File: config.mk
export PLATFORM = sky130hd
export DESIGN_NAME = counter
export DESIGN_NICKNAME = d
export VERILOG_FILES = /design/src/rtl/counter_pkg.sv /design/src/rtl/counter.sv
export SDC_FILE = /design/constraint.sdc
export NUM_CORES = 1
export LEC_CHECK = 0
export ABC_AREA = 1
export CORE_AREA = 2 2 39 41
export CTS_BUF_LIST = sky130_fd_sc_hd__clkbuf_4 sky130_fd_sc_hd__clkbuf_8 sky130_fd_sc_hd__clkbuf_16
export DETAILED_ROUTE_END_ITERATION = 8
export DIE_AREA = 0 0 41 43
export HOLD_SLACK_MARGIN = 0.1
export PLACE_DENSITY_LB_ADDON = 0.3
export SYNTH_ARGS = -nofsm -noshare
export SYNTH_HDL_FRONTEND = slang
export SYNTH_SLANG_ARGS = --single-unit
File: constraint.sdc
create_clock -name clk -period 1.4 [get_ports clk]
set_input_delay 0.28 -clock clk [delete_from_list [all_inputs] [get_ports clk]]
set_output_delay 0.28 -clock clk [all_outputs]
set_load 0.01 [all_outputs]
File: src/rtl/counter_pkg.sv
// Shared constants for the up/down counter.
package counter_pkg;

    // Default counter width in bits.
    localparam int COUNTER_W = 4;

endpackage : counter_pkg

File: src/rtl/counter.sv
// Up/down event counter with independent increment and decrement strobes.
// The count moves by at most one per clock. At the limits it either wraps
// modulo 2**WIDTH or saturates, depending on WRAP.
module counter
    import counter_pkg::*;
#(
    parameter int WIDTH = COUNTER_W,
    parameter bit WRAP  = 1'b1
) (
    input  logic             clk,
    input  logic             rst,   // asynchronous, active-low
    input  logic             inc,
    input  logic             dec,
    output logic [WIDTH-1:0] count
);

    localparam logic [WIDTH-1:0] MAX_VAL = {WIDTH{1'b1}};
    localparam logic [WIDTH-1:0] MIN_VAL = '0;
    localparam logic [WIDTH-1:0] ONE     = {{(WIDTH-1){1'b0}}, 1'b1};

    logic [WIDTH-1:0] count_q;
    logic [WIDTH-1:0] count_d;

    // Next count: step up or down on a lone strobe; hold when both or neither
    // strobe is set. With WRAP clear, hold at the limit instead of rolling over.
    always_comb begin
        count_d = count_q;
        if (inc && !dec) begin
            if (WRAP || (count_q != MAX_VAL)) begin
                count_d = count_q + ONE;
            end
        end else if (dec && !inc) begin
            if (WRAP || (count_q != MIN_VAL)) begin
                count_d = count_q - ONE;
            end
        end
    end

    // Count register. Reset clears it at once, without waiting for a clock.
    always_ff @(posedge clk or negedge rst) begin
        if (!rst) begin
            count_q <= '0;
        end else begin
            count_q <= count_d;
        end
    end

    assign count = count_q;

endmodule : counter

== Word level (Yosys, flattened, before mapping) ==
Index checks and enable logic that the tools add are counted.
Widths: inputs -> output; s select.

* Register bits after elaboration: 4
* Output and inout bits: 4

* Reduce and logical (&&, ||, !) cells: 5
* $add $sub $neg: 2
* Mux-type cells: 2

{| class="wikitable"
|+ Operators with widths
! cell !! number
|-
| $mux 4 || 2
|-
| $add 4x1->4 const B || 1
|-
| $sub 4x1->4 const B || 1
|-
| $logic_and 1x1->1 || 2
|-
| $logic_not 1->1 || 2
|-
| $reduce_bool 2->1 || 1
|}

== Logic depth before layout (Yosys ltp) ==
Gate-level depths: netlist (run 1).

* Depth after elaboration: 4
* Mapped depth: 10
* Mapped depth without buffers: 10

== Worst setup path after synthesis (run 1) ==
No wires, ideal clock.

* Path kind: input port to flip-flop
* Start point: input port dec
* End point: register count_q[3] (netlist: count[3])
* Library setup time: 0.117 ns
* Arrival: 1.269 ns
* Stages: 9
* Slack: 0.014 ns
* Cells stage by stage: inv_1 ha_1 inv_1 ha_1 or2_1 nand2_1 nand2_1 nand3_1 nand2_1

* Cells in the longest elaborated chain, start to end: 3
* Elaborated cells between the ends (all ways): 5
* Classes of those cells: mux: 1; reduce/logical: 4

{| class="wikitable"
|+ RTL lines
! item !! RTL line !! source
|-
| from (decl) || counter.sv:13 || <nowiki>input logic dec,</nowiki>
|-
| $logic_not 1->1 || counter.sv:28 || <nowiki>if (inc && !dec) begin</nowiki>
|-
| $logic_and 1x1->1 || counter.sv:28 ||
|-
| $mux 4 or $reduce_bool 2->1 (tied branches) || n/a ||
|-
| to (signal assigned) || counter.sv:44 || <nowiki>count_q <= count_d;</nowiki>
|-
| to (decl) || counter.sv:21 || <nowiki>logic [WIDTH-1:0] count_q;</nowiki>
|}

Several ways; a longest one is shown, not always the timed one.
A chain may end at the register's enable or synchronous reset.

== Worst setup path in the final report (run 1) ==
* Start point: input port dec
* End point: register count_q[2] (netlist: count[2])

Same word-level chain as after synthesis.

==> results of run 1 <==
==> metrics by stage <==
stage | TNS, ns | instance area, µm²
finish | 0 | 448
detailed placement | -1.34 | 395
global placement | -1.32 | 395
CTS | 0 | 448
global route | 0 | 448
floorplan | 0 | 283
==> critical path, stage by stage <==
cell	delay (ns)
clkdlybuf4s15_1	0.17
inv_1	0.05
ha_2	0.18
inv_2	0.05
buf_6	0.12
fa_2	0.34
xnor2_1	0.16
o21ai_1	0.09
==> worst max-delay path by stage <==
stage	end	slack, ns
2_1_floorplan	count[3]	0.01
3_3_place_gp	count[3]	-0.47
3_5_place_dp	count[3]	-0.47
4_1_cts	count[2]	0.06
5_1_grt	count[3]	0.02
6_report	count[2]	0.07
==> synth_stat cells <==
cell type	instances	share of area, %
fa_1	1	7.1
nand2_2	1	2.2
o21ai_1	1	1.8
xnor2_1	2	6.2
nand3_1	2	3.5
ha_1	3	13
a21oi_1	1	1.8
or2_1	1	2.2
nand2_1	14	19
inv_1	5	6.6
dfrtp_1	4	35
nor2_1	1	1.3
==> metal layers <==
layer  track usage (%)  vias up  share of wire [%]
met5                 0        -                  0
met4              6.00        0                  0
met3              3.14        0                4.7
met2              9.38        6                 49
met1              10.6      110                 46
li1                  -      137                  -
==> where the power goes <==
part           switching [µW]  total, µW  internal, µW
registers                87.3        270           182
logic                     224        494           271
clock network            41.0        136          95.4
==> final cells by class <==
type | count | area [µm²]
fillers | 154 | 936
clock buffers | 3 | 22.5
well taps | 16 | 20.0
repair buffers | 10 | 90.1
inverters | 5 | 18.8
flip-flops and latches | 4 | 103
multi-input cells | 27 | 194
==> cells by family (layout without fill, tap and decap cells) <==
family	count (synthesis)	in the layout	share of synthesized area, %
and+or+nand+nor	19	19	27.9
buffers and inverters	5	18	6.64
adders and majority gates	4	4	20.4
DFF	4	4	35.4
AOI/OAI and AO/OA	2	2	3.54
xor gates and xnor gates	2	2	6.20
==> layout by cell type, fill, tap and decap left out, types with 2 or more instances in the layout <==
master,n
dfrtp_2,2
nand3_1,2
nand2_1,14
dlygate4sd2_1,5
ha_4,2
dfrtp_1,2
xnor2_1,2
buf_4,2
inv_1,4
clkbuf_4,3
==> timing repair <==
| item | 4_1_cts | 5_1_grt |
|---|---|---|
| endpoints found under the setup margin | 7 | 0 |
| gates resized for setup | 15 | 0 |
| hold endpoints to repair | 0 | 0 |
==> impl_metrics.tcl, run 1 <==
set metrics [dict create \
    synth_warnings 0 \
    rsz0062_at_grt "no" \
    fin_nets 59 \
    area_growth_syn_to_layout_pct 58.4 \
    firstDrtPassIters 4 \
    cp_max_fo 3 \
    report.final.slew_viol_count 0 \
    critPathKind "in2reg" \
    max-slew-margin-rel_pct 88.4 \
    cts-root-buf "clkbuf_4" \
    dpl.hpwl_um 404 \
    layout.cells.non_filler 65 \
    fmax_ghz 0.750 \
    setup_viol 0 \
    io_pins 8 \
    dp_slack_ns -0.473 \
    cts_max_path_buffers 2 \
    setup.worst_path.start "dec" \
    drive_gt1_share_pct 28.6 \
    whs_ns 0.249 \
    drtAntennaViolNets 0 \
    clock_latency_ns 0.23 \
    tightest_slew_ns 0.173 \
    h-tree-depth 1 \
    postCtsSetupRepairBufs 0 \
    layout_setup_ws_ns 0.0671 \
    power_uw 900 \
    ir_drop_mv 0.936 \
    syn_avg_cell_area_um2 7.85 \
    reg2reg_to "count[3]" \
    rrSetupSlack_ns 0.18 \
    cts_tree "yes" \
    arrival_ns 1.44 \
    syn-cell-area_um2 283 \
    io_buffer_count 7 \
    syn_inst 36 \
    gr-total-overflow 0 \
    syn-num-nets 44 \
    end_kind "flop" \
    ys_ff_latch 4 \
    ctsHoldBuffers 0 \
    period_needed_ns 1.33 \
    largest_reg_flops 4 \
    place_inst 62 \
    clock-sinks 4 \
    grt_max_degree 7 \
    grt_pass1_vias 238 \
    crit_required_ns 1.51 \
    ys_types 12 \
    antenna_found_initial 0 \
    hold_violations 0 \
    outcome "complete, no violations" \
    fp.dieW_um 41 \
    fin_worst_skew_ns 0.00184 \
    postLayoutCoreUtil_pct 32.4 \
    grt_usage_pct 7.79 \
    clk_pin_slew_ns 0.04 \
    powerDensity_nw_per_um2 2010 \
    holdCritPathClass "in2async" \
    wirelength_um 534 \
    start_util_pct 20.4 \
    cts_made_buffers 3 \
    maxCapViolations 0 \
    grt_pass1_wl_um 890 \
    antenna_cells 0 \
    gp_congestion 0.670 \
    drc 0 \
    p_leak_uw 0.000219 \
    fp-row-count 14 \
    post-route-period-util_pct 95.2 \
    wl_per_cell_um 8.22 \
    worst_r2r_startpoint "count[2]" \
    vias_per_cell 3.89 \
    r2r_cells 7 \
    seq_area_frac_synth_pct 35.4 \
    core_area_um2 1380 \
    vias 253 \
    die_h_um 43 \
    drtIter0Drc 1 \
    cp-start-kind "input port" \
    dieArea_um2 1760 \
]
(Power assumes the default switching activity.)
==> inputs of run 2 (changes only) <==
- CAP_MARGIN: unset -> 20
==> results of run 2 <==
Final layout, timing and power as in run 1 (identical DEF).
==> inputs of run 3 (changes only) <==
- CELL_PAD_IN_SITES_DETAIL_PLACEMENT: unset -> 1
- CELL_PAD_IN_SITES_GLOBAL_PLACEMENT: unset -> 1
- GPL_TIMING_DRIVEN: unset -> 0
- MAX_ROUTING_LAYER: unset -> met4
==> impl_metrics.tcl, run 3 (synthesis results as in run 1) <==
set metrics [dict create \
    worstSetupEndpoint "count[2]" \
    cts_tree "yes" \
    setup_tns_ns 0 \
    cp.buffers_inverters 4 \
    h-tree-depth 1 \
    reg2reg_to "count[3]" \
    fp-row-count 14 \
    gr-total-overflow 0 \
    vias 269 \
    grt_usage_pct 10.2 \
    largest_reg_flops 4 \
    setup.worst_path.start "dec" \
    core_area_um2 1380 \
    grt_pass1_vias 275 \
    arrival_ns 1.42 \
    post-route-period-util_pct 93.4 \
    antenna_cells 0 \
    firstDrtPassIters 2 \
    gr-usage-met3_pct 3.14 \
    cp_slowest_cell "fa_2" \
    grt_max_degree 7 \
    grt-busiest-layer "met2" \
    crit_required_ns 1.51 \
    place_inst 59 \
    drtAntennaViolNets 0 \
    cp_max_fo 3 \
    end_kind "flop" \
    fmax_ghz 0.765 \
    p_leak_uw 0.000224 \
    drc 0 \
    ctsHoldBuffers 0 \
    powerDensity_nw_per_um2 2040 \
    cp-start-kind "input port" \
    rsz0062_at_grt "no" \
    io_buffer_count 7 \
    fp.dieW_um 41 \
    layout.cells.non_filler 65 \
    report.final.slew_viol_count 0 \
    cts-root-buf "clkbuf_4" \
    area_growth_syn_to_layout_pct 64.6 \
    hold_violations 0 \
    period_needed_ns 1.31 \
    final_common_cell "nand2_1" \
    vias_per_cell 4.14 \
    outcome "complete, no violations" \
    fin_nets 59 \
    critPathKind "in2reg" \
    use_met2_pct 14.4 \
    ir_drop_mv 0.753 \
    r2r_cells 6 \
    final_cell_mix "14 x nand2_1, 4 x inv_1, 4 x dlygate4sd2_1" \
    fin_worst_skew_ns 0.00298 \
    cts_made_buffers 3 \
    die_h_um 43 \
    worst_r2r_startpoint "count[2]" \
    io_pins 8 \
    design_area_um2 465 \
    dp_slack_ns -0.607 \
    cp_slowest_stage_delay_ns 0.32 \
    crit_chain "clkdlybuf4s15_1 -> inv_1 -> ha_4 -> inv_4 -> buf_6 -> fa_2 -> xnor2_1 -> o21ai_1" \
    setup_viol 0 \
    wl_per_cell_um 9.94 \
    cpLargestDelayFamily "adder cells" \
    clk_pin_slew_ns 0.04 \
    cts_max_path_buffers 2 \
    place_area_um2 373 \
    clock_latency_ns 0.23 \
    holdCritPathClass "in2async" \
    wirelength_um 646 \
    max-slew-margin-rel_pct 88.3 \
    start_util_pct 20.4 \
    maxCapViolations 0 \
    grt_pass1_wl_um 1120 \
    crit_cells 8 \
    dpl.hpwl_um 467 \
    drtIter0Drc 1 \
    power_uw 950 \
    dieArea_um2 1760 \
    rrSetupSlack_ns 0.15 \
    tightest_slew_ns 0.175 \
    antenna_found_initial 0 \
    gp_congestion 0.615 \
    drive_gt1_share_pct 28.6 \
    layout_setup_ws_ns 0.0924 \
    clock-sinks 4 \
    met1_usage_pct 10.5 \
]
## run 3: cell types whose count changed in the layout (fill, tap and decap cells not counted), sizes merged
cell           before  now
dlygate4sd2         5    4
clkdlybuf4s15       1    2
## run 3: repair_timing
item	4_1_cts	5_1_grt
endpoints found under the setup margin	7	1
pin swaps	8	3
setup buffers	3	0
gates resized for setup	14	4
## run 3: per-stage QoR
| step | util (%) | hold slack [ns] |
|---|---|---|
| after global placement | 26.9 | 0.497 |
| after detailed placement | 26.9 | 0.496 |
| final | 33.6 | 0.248 |
| after floorplan | - | -0.0156 |
| after global routing | 33.6 | 0.265 |
| after CTS | 31.6 | 0.243 |
## run 3: layer usage
metal / wire length, µm / part of all wire (%) / up-vias
met2: 344 / 53 / 4
met4: 0 / 0 / 0
met3: 8 / 1.2 / 0
met5: 0 / 0 / -
li1: - / - / 138
met1: 293 / 45 / 127
## run 3: how the worst min path moves through the flow
stage / end / slack [ns]
6_report: count[3] / 0.25
5_1_grt: count[1] / 0.27
4_1_cts: count[3] / 0.24
3_5_place_dp: count[3] / 0.50
3_3_place_gp: count[3] / 0.50
2_1_floorplan: count[0] / -0.02
## run 3: power by group
group / switching (µW) / internal [µW] / leakage [µW]
combinational: 266 / 297 / 0.000163
sequential: 70.8 / 179 / 0.0000470
clock: 41.1 / 95.4 / 0.0000138
total: 378 / 572 / 0.000224
## run 3: area by class of cell
class / instances / area, µm²
fill: 168 / 918
tap: 16 / 20.0
timing repair buffer: 10 / 91.3
clock buffer: 3 / 22.5
inverter: 5 / 21.3
multi-input combinational: 27 / 209
sequential: 4 / 101
## run 3: worst reg2reg max path: cells and delay by family, from the launching register on
family / cells / cell delay, ns
adder cells (fa/ha/maj): 1 / 0.27
AND/OR/NAND/NOR: 5 / 0.46
flip-flops: 1 / 0.41
